[src/rtl/serial_adder.sv]
// serial_adder: digit-serial adder/subtractor with valid/ready handshakes.
// Each operation takes WIDTH/DIGIT cycles. Each cycle adds one DIGIT-bit slice,
// starting with the least significant slice, and a single carry bit links the
// slices.
//
// Ports
//   clk        rising-edge clock
//   rst_n      asynchronous active-low reset
//   in_valid   a, b, sub are valid
//   in_ready   block is idle and can accept an operation
//   a, b       operands (unsigned or two's complement)
//   sub        0: a+b, 1: a-b (sampled at accept)
//   out_valid  s, cout, ovf hold the finished result
//   out_ready  consumer takes the result
//   s          sum/difference modulo 2^WIDTH
//   cout       carry out of the MSB (for sub: 1 = no borrow)
//   ovf        signed overflow
//   busy       operation in progress or result waiting
//
// state | meaning
// IDLE  | waiting for in_valid; operands are latched on accept
// RUN   | adding one digit per cycle
// DONE  | result presented; held until out_ready
module serial_adder #(
  parameter int WIDTH = 24,
  parameter int DIGIT = 4
) (
  input  logic             clk,
  input  logic             rst_n,
  input  logic             in_valid,
  output logic             in_ready,
  input  logic [WIDTH-1:0] a,
  input  logic [WIDTH-1:0] b,
  input  logic             sub,
  output logic             out_valid,
  input  logic             out_ready,
  output logic [WIDTH-1:0] s,
  output logic             cout,
  output logic             ovf,
  output logic             busy
);

  localparam int N  = WIDTH / DIGIT;
  localparam int CW = (N > 1) ? $clog2(N) : 1;
  localparam logic [CW-1:0] LAST = CW'(N - 1);

  generate
    if (DIGIT < 1 || (WIDTH % DIGIT) != 0) begin : g_bad_digit
      $error("serial_adder: WIDTH must be an integer multiple of DIGIT");
    end
  endgenerate

  typedef enum logic [1:0] {IDLE, RUN, DONE} state_t;

  state_t state, state_nxt;

  // Operands shift right by one digit per RUN cycle, so the working digit is
  // always in the low slice of each register.
  logic [WIDTH-1:0]       a_q, b_q;
  logic                   carry_q;
  logic [CW-1:0]          cnt_q;
  logic [DIGIT-1:0]       a_dig, b_dig;
  logic [DIGIT:0]         dig_sum;
  logic [WIDTH+DIGIT-1:0] s_cat;
  logic                   last_dig;

  assign a_dig    = a_q[DIGIT-1:0];
  assign b_dig    = b_q[DIGIT-1:0];
  assign dig_sum  = {1'b0, a_dig} + {1'b0, b_dig} + {{DIGIT{1'b0}}, carry_q};
  assign last_dig = (cnt_q == LAST);
  // New digit enters at the top. After N shifts, the first digit sits in the
  // low slice.
  assign s_cat    = {dig_sum[DIGIT-1:0], s};

  assign in_ready  = (state == IDLE);
  assign out_valid = (state == DONE);
  assign busy      = (state != IDLE);

  always_ff @(posedge clk or negedge rst_n) begin
    if (!rst_n) begin
      state <= IDLE;
    end else begin
      state <= state_nxt;
    end
  end

  always_comb begin
    state_nxt = state;
    case (state)
      IDLE:    if (in_valid) state_nxt = RUN;
      RUN:     if (last_dig) state_nxt = DONE;
      DONE:    if (out_ready) state_nxt = IDLE;
      default: state_nxt = IDLE;
    endcase
  end

  always_ff @(posedge clk or negedge rst_n) begin
    if (!rst_n) begin
      a_q     <= '0;
      b_q     <= '0;
      carry_q <= 1'b0;
      cnt_q   <= '0;
      s       <= '0;
      cout    <= 1'b0;
      ovf     <= 1'b0;
    end else begin
      case (state)
        IDLE: begin
          if (in_valid) begin
            // Subtraction is a + ~b + 1; the +1 enters as the initial carry.
            a_q     <= a;
            b_q     <= sub ? ~b : b;
            carry_q <= sub;
            cnt_q   <= '0;
          end
        end
        RUN: begin
          a_q     <= a_q >> DIGIT;
          b_q     <= b_q >> DIGIT;
          carry_q <= dig_sum[DIGIT];
          s       <= s_cat[WIDTH+DIGIT-1:DIGIT];
          if (last_dig) begin
            cout <= dig_sum[DIGIT];
            // Carry into the MSB is recovered as a ^ b ^ sum at that bit.
            ovf  <= a_dig[DIGIT-1] ^ b_dig[DIGIT-1] ^ dig_sum[DIGIT-1] ^ dig_sum[DIGIT];
          end else begin
            cnt_q <= cnt_q + 1'b1;
          end
        end
        default: ;
      endcase
    end
  end

endmodule

[config.mk]
export PLATFORM = sky130hd
export DESIGN_NAME = serial_adder
export DESIGN_NICKNAME = d
export VERILOG_FILES = /design/src/rtl/serial_adder.sv
export SDC_FILE = /design/constraint.sdc
export NUM_CORES = 1
export LEC_CHECK = 0
export ABC_CLOCK_PERIOD_IN_PS = 2240
export CORE_ASPECT_RATIO = 1.25
export CORE_MARGIN = 10
export CORE_UTILIZATION = 51
export CTS_CLUSTER_DIAMETER = 60
export DETAILED_ROUTE_END_ITERATION = 16
export PLACE_DENSITY_LB_ADDON = 0.25
export RECOVER_POWER = 50
export SETUP_SLACK_MARGIN = 0.02
export SYNTH_ARGS = -nofsm -noshare
export SYNTH_HDL_FRONTEND = slang
export SYNTH_SLANG_ARGS = --single-unit
[constraint.sdc]
create_clock -name clk -period 2.24 [get_ports clk]
set_input_delay 0.56 -clock clk [delete_from_list [all_inputs] [get_ports clk]]
set_output_delay 0.56 -clock clk [all_outputs]
set_load 0.01 [all_outputs]
After elaboration in Yosys (flattened, before gate mapping)

Index checks and enable logic that the tools add are counted.
W data, S select, Z words.

Add/sub/neg operators: 3
$mul: 0
Divide/modulo/power cells: 0
Magnitude comparators: 0
Equality and inequality tests: 7
Shift-type cells: 0
Multiplexer cells: 14
Bitwise logic cells: 4
Reduce and logical (&&, ||, !) cells: 7

Operator list:

| kind                  | count |
|---|---|
| $pmux W24 S2          | 2 |
| $mux W24              | 3 |
| $not A24 Y24          | 1 |
| $mux W2               | 3 |
| $mux W3               | 2 |
| $ne A2 B2 Y1 const B  | 3 |
| $pmux W2 S3           | 1 |
| $pmux W3 S2           | 1 |
| $reduce_and A3 Y1     | 2 |
| $add A4 B4 Y5         | 1 |
| $add A5 B1 Y5         | 1 |
| $reduce_and A2 Y1     | 2 |
| $reduce_bool A2 Y1    | 2 |
| $add A3 B1 Y3 const B | 1 |
| $eq A3 B3 Y1 const B  | 1 |
| $xor A1 B1 Y1         | 3 |
| $eq A2 B1 Y1 const B  | 1 |
| $eq A2 B2 Y1 const B  | 1 |
| $logic_not A2 Y1      | 1 |
| $ne A2 B1 Y1 const B  | 1 |
| $pmux W1 S2           | 1 |
| $mux W1               | 1 |

Bits in registers: 80
Bits in latches: 0
Memory bits (writable): 0
ROM bits: 0
Bits of input ports: 53
Output and inout port bits: 29
Memories: 0

Depth between registers and ports, before layout

Word-level depth: 4
Mapped depth: 7
Depth with buffers taken out: 7

Least setup slack after synthesis

No wires, ideal clock.

Kind: register -> register
Start point: reg b_q[0]
End point: reg ovf
Arrival: 1.544 ns
Setup slack: 0.569 ns
Stages on the path, launching flop included: 8
Buffers on the path: 0
Cell sequence: dfrtp_1 fa_1 inv_1 fa_1 nand2b_1 a21oi_1 xor2_1 o21ai_0

Cells in the longest elaborated chain, start to end: 4

RTL lines:

| item                   | RTL line | text |
|---|---|---|
| from (decl)            | 59       | `logic [WIDTH-1:0] a_q, b_q;` |
| from (signal assigned) | 112      | `b_q <= sub ? ~b : b;` |
| from (signal assigned) | 119      | `b_q <= b_q >> DIGIT;` |
| $add A4 B4 Y5 (*)      | 69       | `assign dig_sum = {1'b0, a_dig} + {1'b0, b_dig} + {{DIGIT{1'b0}}, carry_q};` |
| $add A5 B1 Y5 (*)      | 69       |  |
| $xor A1 B1 Y1          | 125      | `ovf <= a_dig[DIGIT-1] ^ b_dig[DIGIT-1] ^ dig_sum[DIGIT-1] ^ dig_sum[DIGIT];` |
| $xor A1 B1 Y1 (*)      | 125      |  |
| to (signal assigned)   | 125      |  |
| to (decl)              | 39       | `output logic ovf,` |

Every way passes the cells marked *; elsewhere a longest branch is shown, timed or not.
A chain may end at the register's enable or synchronous reset.

Worst setup path after layout

Start point: reg state[0]
End point: out in_ready

Cells in the longest elaborated chain, start to end: 1

RTL lines:

| item                   | RTL line | text |
|---|---|---|
| from (decl)            | 55       | `state_t state, state_nxt;` |
| from (signal assigned) | 83       | `state <= state_nxt;` |
| $logic_not A2 Y1       | 75       | `assign in_ready = (state == IDLE);` |
| to (decl)              | 31       | `output logic in_ready,` |

No other way between the ends.

==> results.json <==
{
  "p_comb_frac": 0.440,
  "yosysSeqAreaShare": 0.5279,
  "cts.path.max_buffers": 2,
  "core_um2": 7313,
  "totalWireLength_mm": 8.887,
  "synthMuxAreaShare": 0.002969,
  "hold_viol": 0,
  "grt_overflow": 0,
  "hpwl_mm": 6.438,
  "initial_core_util": 0.5186,
  "synth_area_leaders": "dfrtp_1, nand2_1, xnor2_1, nor2_1, a31oi_1",
  "antenna_left": 0,
  "wl_per_cell_um": 14.76,
  "vias_per_cell": 5.206,
  "avgSynthCellArea_um2": 8.965,
  "leakage_nw": 2.238,
  "violations": "capacitance limit, slew limit",
  "yosys_warnings": 0,
  "drtPass1Iterations": 4,
  "h-tree-depth": 3,
  "syn_to_final_growth_pct": 31.84,
  "worst_pin_slew_ps": 1702,
  "setup_viol": 0,
  "cts_root_buf": "clkbuf_8",
  "synth_seq_cells": 80,
  "ios": 82,
  "hold_path.startpoint": "b_q[21]$_DFFE_PN0P_",
  "die_width_um": 97.13,
  "drtIter0Drc": 118,
  "synthDistinctLibCells": 34,
  "dpl_cell_area_um2": 4706,
  "path_class": "register to output pin",
  "p_int_mw": 4.678,
  "reg2reg_from": "state[0]$_DFFE_PN0P_",
  "fin_skew_ps": 8.474,
  "power_density_nw_per_um2": 1486,
  "p_sw_frac": 0.3705,
  "cts_sinks": 80,
  "pwr-share-seq": 0.353,
  "synth-xor-area-share": 0.06236,
  "netlist_instances": 423,
  "cts_tree": "built",
  "syn_nets": 483,
  "antenna_found_initial": 0,
  "remaining_drc_errors": 0,
  "slew_violations": 30,
  "core.rowCount": 35,
  "clk_latency_ps": 350,
  "cp_max_fo": 7,
  "pwr-share-clk": 0.208,
  "status": "complete, but fails checks",
  "crit_path_start": "state[0]$_DFFE_PN0P_",
  "hold_class": "register to register",
  "synth_top_area_frac": 0.5279,
  "rrSetupSlack_ps": 230,
  "slew_headroom": -0.1347,
  "fmax_ghz": 0.4646,
  "die_h_um": 116.4,
  "nets": 565,
  "synthesis.area_um2": 3792,
  "final_area_um2": 5000,
  "synth_simple_gate_area_share": 0.1884,
  "fin_util": 0.6837,
  "hold_ws_ps": 478.3,
  "synth_compound_area_frac": 0.1382,
  "arrival_ps": 1590,
  "synth_fa_ha_area_frac": 0.02705,
  "timing.final.crit_share": 0.9608,
  "tns_ps": 0,
  "period_minus_slack_ps": 2152,
  "required_ps": 1680,
  "via_count": 3134,
  "cap_violations": 1,
  "grt_pass1_vias": 3101,
  "start_kind": "register",
  "grt_pass1_wl_mm": 14.84,
  "grt_max_degree": 42,
  "grt_use_total": 0.1589,
  "synth_top_family_by_area": "simple AND/OR/NAND/NOR gates",
  "clkTransAtPathRegs_ps": 80,
  "hold_buffers": 0,
  "dieArea_um2": 11310,
  "drive_gt1_frac": 0.08431,
  "ir_drop_v": 0.0008159,
  "rsz0062_at_grt": "no",
  "p_sw_mw": 2.753,
  "yosys.area.top_type": "dfrtp_1",
  "gp_congestion": 0.8120,
  "cts_buffers": 9,
  "io_buffers": 81,
  "antenna_cells": 0,
  "cp-end-kind": "output pin"
}
sequential cells by signal, indices dropped and copies added (netlist names):
register  flops
carry_q       1
cout          1
a_q          24
b_q          24
cnt_q         3
state         2
s            24
ovf           1
per-stage QoR:
step                total power, mW  setup slack [ps]  cells
floorplan                     4.751             568.5    423
global placement              5.832             310.5    585
detailed placement            5.954             272.6    585
CTS                           7.517             46.60    601
global route                  8.026             12.41    602
finish                        7.431             87.75    602
synthesized netlist by cell type:
| cell type | instances |
|---|---|
| a22o_1 | 3 |
| o31ai_1 | 5 |
| nor2_1 | 40 |
| o21ai_0 | 19 |
| dfrtp_1 | 80 |
| a21oi_1 | 23 |
| fa_1 | 2 |
| buf_6 | 3 |
| ha_1 | 5 |
| a32o_1 | 1 |
| o21ai_2 | 1 |
| buf_4 | 7 |
| buf_2 | 14 |
| a21o_1 | 1 |
| buf_1 | 1 |
| nor2b_1 | 3 |
| inv_1 | 6 |
| a22oi_1 | 1 |
| o21ai_1 | 3 |
| o22ai_1 | 8 |
| nand2_2 | 1 |
| xnor2_1 | 21 |
| nand2_1 | 133 |
| nor3_1 | 3 |
| a21oi_2 | 2 |
| and2_1 | 2 |
| a31oi_1 | 20 |
| nor2_2 | 1 |
| nand2b_1 | 1 |
| mux2_2 | 1 |
| inv_2 | 3 |
| xor2_1 | 6 |
| o32ai_1 | 1 |
| clkbuf_1 | 2 |
worst paths after layout:
| path | end | cells past startpoint |
|---|---|---|
| min in group asynchronous | b_q[12]$_DFFE_PN0P_ | 1 |
| max in group asynchronous | s[23]$_DFFE_PN0N_ | 2 |
| worst min register to register | b_q[21]$_DFFE_PN0P_ | 2 |
| worst max-delay path | in_ready | 4 |
| worst max register to register | b_q[22]$_DFFE_PN0P_ | 4 |
| worst min-delay path | b_q[21]$_DFFE_PN0P_ | 2 |
worst max-delay path: stages (launching register included):
cell	delay, ps
dfrtp_2	460
inv_1	90
nand2_1	80
inv_2	70
clkdlybuf4s50_1	540
timing repair:
| item | in CTS | in global routing |
|---|---|---|
| setup buffers | 0 | 1 |
| pin swaps | 0 | 0 |
| setup endpoints to repair | 3 | 3 |
| gates resized for setup | 1 | 1 |
kinds of logic after synthesis:
logic type,count (synthesis)
xor gates and xnor gates,27
AOI/OAI and AO/OA,88
muxes,1
adders and majority gates,7
buffers and inverters,36
and+or+nand+nor,184
DFF,80
power by group through the flow:
stage	sequential (mW)	clock (mW)	combinational [mW]
after floorplan	2.63	0	2.12
after global placement	2.64	0	3.20
after detailed placement	2.65	0	3.30
after CTS	2.64	1.56	3.33
after global routing	2.71	1.63	3.68
final	2.62	1.54	3.27
placed cells by master (no fill, tap or decap), drive strengths merged:
cell,instances
dfrtp,80
o32ai,1
xnor2,21
o31ai,5
a22oi,1
nor3,3
o21ai,23
mux2,1
nor2b,3
o22ai,8
nor2,41
nand2b,1
a32o,1
buf,15
a22o,3
a21o,1
a31oi,20
and2,2
bufinv,5
ha,5
xor2,6
clkdlybuf4s50,80
inv,9
fa,2
a21oi,25
nand2,134
clkbuf,14
per-layer routing:
layer,up-vias,wire length [um],GRT usage
met2,89,4203,0.2549
li1,1552,-,-
met1,1480,4070,0.1974
met5,-,0,0
met3,13,475,0.04911
met4,0,137,0.06010
layout make-up:
class / instances / area, um2
well taps: 92 / 115.1
fillers: 581 / 2313
clock buffers: 11 / 151.4
clock inverters: 5 / 150.1
repair buffers: 98 / 950.9
inverters: 9 / 33.78
flip-flops and latches: 80 / 2004
multi-input cells: 307 / 1594
Power figures use the tool's default switching activity.
